### config.mk
export PLATFORM = sky130hd
export DESIGN_NAME = hack_mem_arbiter
export DESIGN_NICKNAME = d
export VERILOG_FILES = /design/src/rtl/hack_mem_pkg.sv /design/src/rtl/hack_mem_arbiter_rr_arb2.sv /design/src/rtl/hack_mem_arbiter.sv
export SDC_FILE = /design/constraint.sdc
export NUM_CORES = 1
export LEC_CHECK = 0
export BUFFER_PORTS_ARGS = -buffer_cell sky130_fd_sc_hd__buf_2
export CAP_MARGIN = 20
export CORE_ASPECT_RATIO = 1.75
export CORE_UTILIZATION = 48
export CTS_CLUSTER_DIAMETER = 40
export CTS_CLUSTER_SIZE = 25
export DETAILED_ROUTE_END_ITERATION = 16
export GPL_ROUTABILITY_DRIVEN = 0
export PLACE_DENSITY = 0.79
export SKIP_CTS_REPAIR_TIMING = 1
export SLEW_MARGIN = 20
export SYNTH_ARGS = -nofsm -noshare
export SYNTH_HDL_FRONTEND = slang
export SYNTH_SLANG_ARGS = --single-unit
export TNS_END_PERCENT = 20
### constraint.sdc
create_clock -name clk -period 1.8 [get_ports clk]
set_input_delay 0.18 -clock clk [delete_from_list [all_inputs] [get_ports clk]]
set_output_delay 0.18 -clock clk [all_outputs]
set_load 0.01 [all_outputs]
### src/rtl/hack_mem_pkg.sv
`default_nettype none
// ============================================================================
// Module      : hack_mem_pkg
// Description : Shared widths and enumerations for the Hack data-memory
//               arbiter (CPU data port vs. screen-refresh reader).
// Revision    : 1.0 - initial release
// ============================================================================
package hack_mem_pkg;

    // Default memory geometry: 16-bit words, 15-bit word address
    localparam int ADDR_W = 15;
    localparam int DATA_W = 16;

    // Identity of the requester that owns an access
    typedef enum logic [0:0] {
        OWN_CPU = 1'b0,
        OWN_SCR = 1'b1
    } owner_t;

    // Arbiter history: nobody recent, CPU last, or screen holding a locked burst
    typedef enum logic [1:0] {
        IDLE      = 2'd0,
        CPU       = 2'd1,
        SCR_BURST = 2'd2
    } state_t;

endpackage
`default_nettype wire

### src/rtl/hack_mem_arbiter_rr_arb2.sv
`default_nettype none
// ============================================================================
// Module      : rr_arb2
// Description : Two-way round-robin arbiter. Bit 0 is the CPU, bit 1 the
//               screen. On a tie the requester that did not win last time
//               is granted; a lone request is always granted.
// Revision    : 1.0 - initial release
// ============================================================================
module rr_arb2 (
    input  logic [1:0]           req,
    input  hack_mem_pkg::owner_t last_winner,
    output logic [1:0]           gnt
);
    import hack_mem_pkg::*;

    // One-hot grant: tie broken against the previous winner
    always_comb begin
        gnt = 2'b00;
        if (req == 2'b11) begin
            gnt = (last_winner == OWN_SCR) ? 2'b01 : 2'b10;
        end else begin
            gnt = req;
        end
    end

endmodule
`default_nettype wire

### src/rtl/hack_mem_arbiter.sv
`default_nettype none
// ============================================================================
// Module      : hack_mem_arbiter
// Description : Shares one Hack data memory between the CPU data port and
//               the screen-refresh reader. One access per clock, round-robin,
//               with an optional bounded screen burst lock. Read data from
//               the one-cycle-latency memory is steered back to the issuer.
// Revision    : 1.0 - initial release
// ============================================================================
module hack_mem_arbiter #(
    parameter int ADDR_W    = hack_mem_pkg::ADDR_W,
    parameter int DATA_W    = hack_mem_pkg::DATA_W,
    parameter int MAX_BURST = 8
) (
    input  logic              clk,
    input  logic              reset_n,
    // CPU data port
    input  logic              cpu_req,
    input  logic              cpu_we,
    input  logic [ADDR_W-1:0] cpu_addr,
    input  logic [DATA_W-1:0] cpu_wdata,
    output logic              cpu_gnt,
    output logic              cpu_rvalid,
    output logic [DATA_W-1:0] cpu_rdata,
    // Screen refresh reader (read-only)
    input  logic              scr_req,
    input  logic              scr_lock,
    input  logic [ADDR_W-1:0] scr_addr,
    output logic              scr_gnt,
    output logic              scr_rvalid,
    output logic [DATA_W-1:0] scr_rdata,
    // Memory side
    output logic [ADDR_W-1:0] mem_addr,
    output logic              mem_load,
    output logic [DATA_W-1:0] mem_in,
    input  logic [DATA_W-1:0] mem_out
);
    import hack_mem_pkg::*;

    // Counter wide enough to hold MAX_BURST itself; it saturates there
    localparam int               CNT_W     = $clog2(MAX_BURST + 1);
    localparam logic [CNT_W-1:0] C_MAX_CNT = CNT_W'(MAX_BURST);
    localparam logic [CNT_W-1:0] C_ONE     = CNT_W'(1);

    state_t            r_state;
    owner_t            r_last_winner;
    logic [CNT_W-1:0]  r_burst_cnt;
    logic              r_rd_pending;
    owner_t            r_rd_owner;
    logic [DATA_W-1:0] r_cpu_rdata;
    logic [DATA_W-1:0] r_scr_rdata;
    logic [ADDR_W-1:0] r_mem_addr;
    logic [DATA_W-1:0] r_mem_in;

    state_t            w_state_nxt;
    owner_t            w_last_nxt;
    logic [CNT_W-1:0]  w_cnt_nxt;
    logic [1:0]        w_req;
    logic [1:0]        w_rr_gnt;
    logic [1:0]        w_gnt;
    logic              w_burst_hold;
    logic              w_rd_issue;

    // Requests are ignored entirely while reset is asserted
    assign w_req = {scr_req, cpu_req} & {2{reset_n}};

    rr_arb2 u_rr_arb2 (
        .req         (w_req),
        .last_winner (r_last_winner),
        .gnt         (w_rr_gnt)
    );

    // A locked screen burst below its bound overrides round-robin; once the
    // bound is reached (or the lock drops) round-robin with last_winner=SCR
    // hands a tie to the CPU, while a lone screen request keeps going.
    assign w_burst_hold = (r_state == SCR_BURST) && scr_req && scr_lock &&
                          (r_burst_cnt < C_MAX_CNT) && reset_n;
    assign w_gnt        = w_burst_hold ? 2'b10 : w_rr_gnt;
    assign cpu_gnt      = w_gnt[0];
    assign scr_gnt      = w_gnt[1];

    // Memory port follows the winner; holds its last address/data when idle
    always_comb begin
        mem_load = cpu_gnt & cpu_we;
        mem_addr = reset_n ? r_mem_addr : '0;
        mem_in   = reset_n ? r_mem_in   : '0;
        if (cpu_gnt) begin
            mem_addr = cpu_addr;
            mem_in   = cpu_wdata;
        end else if (scr_gnt) begin
            mem_addr = scr_addr;
        end
    end

    // Any granted read (screen always reads) expects data next cycle
    assign w_rd_issue = (cpu_gnt & ~cpu_we) | scr_gnt;

    // Read return: memory data passes straight through on the rvalid cycle,
    // otherwise the last returned word is presented
    always_comb begin
        cpu_rvalid = reset_n & r_rd_pending & (r_rd_owner == OWN_CPU);
        scr_rvalid = reset_n & r_rd_pending & (r_rd_owner == OWN_SCR);
        cpu_rdata  = cpu_rvalid ? mem_out : (reset_n ? r_cpu_rdata : '0);
        scr_rdata  = scr_rvalid ? mem_out : (reset_n ? r_scr_rdata : '0);
    end

    // Next-state, round-robin history and burst-count update
    always_comb begin
        w_state_nxt = r_state;
        w_last_nxt  = r_last_winner;
        w_cnt_nxt   = r_burst_cnt;
        if (w_req == 2'b00) begin
            w_state_nxt = IDLE;
            w_cnt_nxt   = '0;
        end else if (cpu_gnt) begin
            w_state_nxt = CPU;
            w_last_nxt  = OWN_CPU;
            w_cnt_nxt   = '0;
        end else if (scr_gnt) begin
            w_last_nxt = OWN_SCR;
            if (scr_lock) begin
                w_state_nxt = SCR_BURST;
                if (r_state != SCR_BURST) begin
                    w_cnt_nxt = C_ONE;
                end else if (r_burst_cnt != C_MAX_CNT) begin
                    w_cnt_nxt = r_burst_cnt + C_ONE;
                end
            end else begin
                // Unlocked screen grant: plain round-robin, CPU wins next tie
                w_state_nxt = IDLE;
                w_cnt_nxt   = '0;
            end
        end
    end

    // State, read-return pipeline and held memory/rdata registers
    always_ff @(posedge clk) begin
        if (!reset_n) begin
            r_state       <= IDLE;
            r_last_winner <= OWN_SCR;
            r_burst_cnt   <= '0;
            r_rd_pending  <= 1'b0;
            r_rd_owner    <= OWN_CPU;
            r_cpu_rdata   <= '0;
            r_scr_rdata   <= '0;
            r_mem_addr    <= '0;
            r_mem_in      <= '0;
        end else begin
            r_state       <= w_state_nxt;
            r_last_winner <= w_last_nxt;
            r_burst_cnt   <= w_cnt_nxt;
            r_rd_pending  <= w_rd_issue;
            r_rd_owner    <= scr_gnt ? OWN_SCR : OWN_CPU;
            if (cpu_rvalid) begin
                r_cpu_rdata <= mem_out;
            end
            if (scr_rvalid) begin
                r_scr_rdata <= mem_out;
            end
            if (cpu_gnt | scr_gnt) begin
                r_mem_addr <= mem_addr;
            end
            if (cpu_gnt) begin
                r_mem_in <= cpu_wdata;
            end
        end
    end

endmodule
`default_nettype wire

==> impl_summary.log, run 1 <==
INFO  metric clock_skew = 4.61 ps
INFO  metric design.portCount = 136
INFO  metric vdd.ir_drop.worst = 996 uV
INFO  metric critical_path.slowest_cell = sky130_fd_sc_hd__dfxtp_1
INFO  metric hold_violations = 0
INFO  metric h_tree_depth = 3
INFO  metric path_cells = nand2_1 -> o21ai_4 -> buf_4 -> nand3_1 -> a31oi_1 -> buf_2
INFO  metric post-synth-top-count-cell = sky130_fd_sc_hd__nand2_1
INFO  metric die-height = 113 um
INFO  metric antenna-diode-count = 0
INFO  metric synth-edff-count = 0
INFO  metric measured_slew_at_the_worst_slew_check_pin = 358 ps
INFO  metric finalCriticalPeriod = 1920 ps
INFO  metric post_synth_num_cell_types = 35
INFO  metric drc_errors = 0
INFO  metric final.setup.worst_slack = -124 ps
INFO  metric yosys_most_used_dff = sky130_fd_sc_hd__dfxtp_1
INFO  metric setup.worst_path.end_class = primary output
INFO  metric dp.cells = 617
INFO  metric layout-area-overhead-vs-synth = 39.0%
INFO  metric synth_top_area_cell = sky130_fd_sc_hd__dfxtp_1
INFO  metric firstDrtPassIters = 5
INFO  metric final_net_count = 623
INFO  metric final_max_slew_viol_count = 0
INFO  metric static-leakage-power = 2.09 nW
INFO  metric place.detailed.hpwl = 6030 um
INFO  metric post_layout_nonfiller_instances = 642
INFO  metric netlist_top_cells_count = 100 x sky130_fd_sc_hd__nand2_1, 72 x sky130_fd_sc_hd__dfxtp_1, 68 x sky130_fd_sc_hd__a21boi_0
INFO  metric critical_path.startpoint_type = flip-flop
INFO  metric gr-usage-all-layers = 23.4%
INFO  metric max_cap_violations = 0
INFO  metric cts_tree = built
INFO  metric start_util = 49.4%
INFO  metric hold_path.class = primary input to flip-flop
INFO  metric global_route.overflow_total = 0
INFO  metric detail_route.iter0.violations = 109
INFO  metric core_area = 0.00681 sq mm
INFO  metric cts.sinks = 72
INFO  metric synth_seq_cells = 72
INFO  metric floorplan.die_area = 0.00735 sq mm
INFO  metric power_density = 899 mW/mm^2
INFO  metric rsz0062_at_grt = yes
INFO  metric share_of_final_layout_standard_cells_stronger_than_drive_strength_1 = 35.3%
INFO  metric grt_max_degree = 47
INFO  metric worstPathMaxFanout = 5
INFO  metric worst_setup_path_type = flip-flop to primary output
INFO  metric antenna_left = 0
INFO  metric violations = setup timing
INFO  metric postSynth.asyncResetShare = 0%
INFO  metric cts_buffers = 9
INFO  metric total_power = 4.20 mW
INFO  metric yosys_warnings = 0
INFO  metric clk_pin_slew_worst_paths = 60 ps
INFO  metric clk_latency_worst_skew_pair = 320 ps
INFO  metric sequential_share_of_the_synthesized_area = 42.9%
INFO  metric drt-vias-per-instance = 5.37
INFO  metric via_count = 3450
INFO  metric achievable-frequency = 520 MHz
INFO  metric wire_length_of_the_first_global_routing_pass = 13300 um
INFO  metric netlist.area_leader.share = 42.9%
INFO  metric grt_antenna_before_repair = 0
INFO  metric syn_area_per_cell = 8.06 sq um
INFO  metric place_ws = 86.7 ps
INFO  metric cp_data_arrival_time = 1740 ps
INFO  metric synth.cell_area = 0.00336 sq mm
INFO  metric worstPathRequired = 1620 ps
INFO  metric fillerInstances = 578
INFO  metric port_buffers = 135
INFO  metric synth_top_cells_by_area = sky130_fd_sc_hd__dfxtp_1 43%, sky130_fd_sc_hd__a21boi_0 15%, sky130_fd_sc_hd__nand2_1 11%
INFO  metric cts-root-buf = sky130_fd_sc_hd__clkbuf_16
INFO  metric status = complete, but fails checks
INFO  metric max_slew_margin = 76.1%
INFO  metric finalCritPeriodShare = 107%
INFO  metric clk_path_buf_depth = 2
INFO  metric first_global_vias = 3160
INFO  metric synth.net_count = 487
INFO  metric top_cell_family_by_delay_on_the_critical_path = compound AO/OA/AOI/OAI gates
INFO  metric worstPathBufferInverterCount = 2
INFO  metric tns = -2530 ps
INFO  metric number_of_standard_cells_after_synthesis = 417
INFO  metric setup_viol = 31
INFO  metric wl = 8820 um
INFO  metric num_rows = 40
INFO  metric critical-path-max-stage-delay = 370 ps
INFO  metric avgRoutedWirePerCell = 13.7 um
INFO  metric die_w = 65.2 um
[per-stage QoR]
stage / instance area (sq um) / hold WS (ps) / util (%)
finish: 4670 / 88.8 / 68.6
CTS: 4430 / 82.3 / 65.0
detailed placement: 4100 / 425 / 60.3
global route: 4670 / 83.9 / 68.6
global placement: 4100 / 400 / 60.3
floorplan: 3360 / 291 / -
[cell type report]
cell class | count | area, sq um | share of cell area (%)
inverter | 11 | 52.6 | 1.13
tap | 84 | 105 | 2.25
clock inverter | 6 | 82.6 | 1.77
clock buffer | 10 | 239 | 5.12
sequential | 72 | 1450 | 30.9
timing repair buffer | 155 | 921 | 19.7
multi-input combinational | 304 | 1820 | 39.1
[cells by family after synthesis]
kind of cell | synth area share (%)
compound gates | 28.5
xor+xnor | 0.261
fa+ha+maj | 0.745
buf+inv | 5.62
flops | 42.9
mux | 0.298
simple gates | 21.7
[routing by layer]
layer	routed length, um	vias up	share of wire (%)	global-route usage (%)
met4	178	0	2.0	10.4
li1	-	1723	-	-
met3	324	13	3.7	5.59
met1	3280	1619	37	22.4
met2	5050	95	57	44.9
met5	0	-	0	0
[final timing paths]
path,from,end,slack [ps],depth (start not counted)
setup / recovery,r_last_winner,mem_addr[0],-120,6
hold / removal,cpu_we,r_rd_pending,90,2
setup reg to reg,r_state[0],r_burst_cnt[0],310,5
hold reg to reg,r_mem_in[11],r_mem_in[11],460,2
[power breakdown]
group	leakage [nW]	internal, mW	switching [mW]
clock	0.158	1.24	0.639
combinational	1.34	0.282	0.323
sequential	0.590	1.68	0.0300
[flip-flops by register name, summed over array words and instances (netlist names)]
name           flops
r_burst_cnt        4
r_cpu_rdata       16
r_last_winner      1
r_mem_addr        15
r_mem_in          16
r_rd_owner         1
r_rd_pending       1
r_scr_rdata       16
r_state            2
[layout by cell type (no fill, tap or decap), types with 11 or more instances in the layout]
| cell type | n |
|---|---|
| sky130_fd_sc_hd__nor2_1 | 18 |
| sky130_fd_sc_hd__buf_4 | 12 |
| sky130_fd_sc_hd__nand3_1 | 25 |
| sky130_fd_sc_hd__clkbuf_16 | 11 |
| sky130_fd_sc_hd__a21boi_0 | 55 |
| sky130_fd_sc_hd__a21boi_1 | 36 |
| sky130_fd_sc_hd__dfxtp_1 | 69 |
| sky130_fd_sc_hd__nand2_1 | 100 |
| sky130_fd_sc_hd__a31oi_1 | 30 |
| sky130_fd_sc_hd__buf_2 | 135 |
(Power assumes the default switching activity.)
==> inputs of run 2 (changes only) <==
Settings changed: CORE_UTILIZATION 48 to 50, CTS_BUF_LIST set to sky130_fd_sc_hd__clkbuf_8, PLACE_DENSITY 0.79 to 0.82.
==> impl_summary.log, run 2 (synthesized netlist as in run 1, its figures left out) <==
INFO  metric status = complete, but fails checks (unchanged)
INFO  metric violations = setup timing (unchanged)
INFO  metric rr_worst_depth = 6 (was 5)
INFO  metric final_net_count = 620 (was 623)
INFO  metric static-leakage-power = 2.04 nW (was 2.09 nW)
INFO  metric r2r_slack = 330 ps (was 310 ps)
INFO  metric cts-root-buf = sky130_fd_sc_hd__clkbuf_8 (was sky130_fd_sc_hd__clkbuf_16)
INFO  metric share_of_final_layout_standard_cells_stronger_than_drive_strength_1 = 36.3% (was 35.3%)
INFO  metric start_util = 51.8% (was 49.4%)
INFO  metric hold_violations = 0 (unchanged)
INFO  metric detail_route.iter0.violations = 142 (was 109)
INFO  metric endpoint_of_the_worst_register_to_register_path = r_mem_addr[1] (was r_burst_cnt[0])
INFO  metric place.detailed.hpwl = 5880 um (was 6030 um)
INFO  metric critPathLaunch = r_burst_cnt[3] (was r_last_winner)
INFO  metric die-height = 110 um (was 113 um)
INFO  metric first_global_vias = 3192 (was 3160)
INFO  metric clk_latency_worst_skew_pair = 350 ps (was 320 ps)
INFO  metric worstHoldPathCells = 2 (unchanged)
INFO  metric final.setup.worst_slack = -236 ps (was -124 ps)
INFO  metric final_common_cell = sky130_fd_sc_hd__buf_2 (unchanged)
INFO  metric layout-area-overhead-vs-synth = 36.5% (was 39.0%)
INFO  metric drc_errors = 0 (unchanged)
INFO  metric setup_viol = 31 (unchanged)
INFO  metric num_rows = 39 (was 40)
INFO  metric measured_slew_at_the_worst_slew_check_pin = 331 ps (was 358 ps)
INFO  metric gr-usage-all-layers = 23.7% (was 23.4%)
INFO  metric rsz0062_at_grt = yes (unchanged)
INFO  metric dp.cells = 615 (was 617)
INFO  metric critical_path.startpoint_type = flip-flop (unchanged)
INFO  metric via_count = 3487 (was 3450)
INFO  metric finalCritPeriodShare = 113% (was 107%)
INFO  metric final_max_slew_viol_count = 0 (unchanged)
INFO  metric achievable-frequency = 491 MHz (was 520 MHz)
INFO  metric avgRoutedWirePerCell = 14.3 um (was 13.7 um)
INFO  metric cts.sinks = 72 (unchanged)
INFO  metric clk_pin_slew_worst_paths = 70 ps (was 60 ps)
INFO  metric design.portCount = 136 (unchanged)
INFO  metric setup.worst_path.end_class = primary output (unchanged)
INFO  metric firstDrtPassIters = 4 (was 5)
INFO  metric antenna_left = 0 (unchanged)
INFO  metric global_route.overflow_total = 0 (unchanged)
INFO  metric cp_data_arrival_time = 1860 ps (was 1740 ps)
INFO  metric vdd.ir_drop.worst = 857 uV (was 996 uV)
INFO  metric critical_path.endpoint = mem_addr[8] (was mem_addr[0])
INFO  metric floorplan.die_area = 0.00706 sq mm (was 0.00735 sq mm)
INFO  metric antenna-diode-count = 0 (unchanged)
INFO  metric layout.cells.most_common_list = 135 x sky130_fd_sc_hd__buf_2, 96 x sky130_fd_sc_hd__nand2_1, 69 x sky130_fd_sc_hd__dfxtp_1, 59 x sky130_fd_sc_hd__a21boi_0, 34 x sky130_fd_sc_hd__a21boi_1 (was 135 x sky130_fd_sc_hd__buf_2, 100 x sky130_fd_sc_hd__nand2_1, 69 x sky130_fd_sc_hd__dfxtp_1, 55 x sky130_fd_sc_hd__a21boi_0, 36 x sky130_fd_sc_hd__a21boi_1)
INFO  metric cts_buffers = 9 (unchanged)
INFO  metric wl = 9100 um (was 8820 um)
INFO  metric post_layout_nonfiller_instances = 636 (was 642)
INFO  metric ff_to_ff_start = r_burst_cnt[3] (was r_state[0])
INFO  metric grt_max_degree = 49 (was 47)
INFO  metric clock_skew = 8.35 ps (was 4.61 ps)
INFO  metric h_tree_depth = 3 (unchanged)
INFO  metric max_slew_margin = 77.9% (was 76.1%)
INFO  metric core_area = 0.00649 sq mm (was 0.00681 sq mm)
INFO  metric clk_path_buf_depth = 2 (unchanged)
INFO  metric drt-vias-per-instance = 5.48 (was 5.37)
INFO  metric cts_tree = built (unchanged)
INFO  metric worstPathMaxFanout = 8 (was 5)
INFO  metric die_w = 64.0 um (was 65.2 um)
INFO  metric hold_path.class = primary input to flip-flop (unchanged)
INFO  metric tns = -3810 ps (was -2530 ps)
INFO  metric worst_setup_path_type = flip-flop to primary output (unchanged)
INFO  metric grt_antenna_before_repair = 0 (unchanged)
INFO  metric worstPathRequired = 1620 ps (about the same)
INFO  metric top_regs = r_cpu_rdata (16), r_mem_in (16), r_scr_rdata (16) (unchanged)
INFO  metric wire_length_of_the_first_global_routing_pass = 13200 um (was 13300 um)
INFO  metric max_cap_violations = 0 (unchanged)
INFO  metric port_buffers = 135 (unchanged)
INFO  metric power_density = 798 mW/mm^2 (was 899 mW/mm^2)
INFO  metric finalCriticalPeriod = 2040 ps (was 1920 ps)
[run 2: cell count changes in the layout (fill, tap and decap cells not counted), moves of 3 or more]
cell                        change
sky130_fd_sc_hd__nand3_1        -6
sky130_fd_sc_hd__buf_4          -3
sky130_fd_sc_hd__nand2_2        +4
sky130_fd_sc_hd__clkbuf_16      -9
sky130_fd_sc_hd__nand3_4        +4
sky130_fd_sc_hd__clkbuf_8      +11
sky130_fd_sc_hd__nand2_1        -4
sky130_fd_sc_hd__a21boi_0       +4
[run 2: where the power goes]
part	internal (mW)	switching (mW)
clock network	0.742	0.580
logic	0.283	0.335
registers	1.68	0.0434
[run 2: worst min path at each step]
stage,from,endpoint,slack [ps]
after CTS,cpu_we,r_rd_pending,50
after detailed placement,cpu_we,r_rd_pending,420
after global placement,cpu_we,r_rd_pending,410
after floorplan,cpu_we,r_rd_pending,290
final,cpu_we,r_rd_pending,60
after global routing,cpu_we,r_rd_pending,80
[run 2: metal layers]
layer  up-vias  track usage, %  wire length, um
li1       1719               -                -
met1      1622            22.8             3410
met2       121            43.8             4930
met3        25            5.37              453
met4         0            14.1              307
met5         -               0                0
[run 2: critical path, stage by stage, from the launching register on]
cell	delay [ps]
sky130_fd_sc_hd__dfxtp_2	360
sky130_fd_sc_hd__and4bb_4	260
sky130_fd_sc_hd__o21ai_4	220
sky130_fd_sc_hd__clkbuf_16	220
sky130_fd_sc_hd__nand3_2	90
sky130_fd_sc_hd__a31oi_1	190
sky130_fd_sc_hd__buf_2	170
[run 2: metrics by stage]
stage / area (sq um) / hold slack [ps] / utilization (%) / power, mW / setup WS [ps]
after floorplan: 3360 / 291 / - / 2.06 / 279
after detailed placement: 4110 / 416 / 63.4 / 2.28 / 118
final: 4590 / 63.9 / 70.7 / 3.66 / -236
after global placement: 4110 / 409 / 63.4 / 2.26 / 184
after CTS: 4320 / 53.8 / 66.6 / 3.59 / -261
after global routing: 4590 / 81.6 / 70.7 / 3.81 / -282
[run 2: layout make-up]
class / instances / area, sq um
Fill cell: 509 / 1900
Multi-Input combinational cell: 304 / 1890
Sequential cell: 72 / 1450
Timing Repair Buffer: 152 / 891
Clock buffer: 12 / 165
Tap cell: 82 / 103
Inverter: 11 / 51.3
Clock inverter: 3 / 40.0
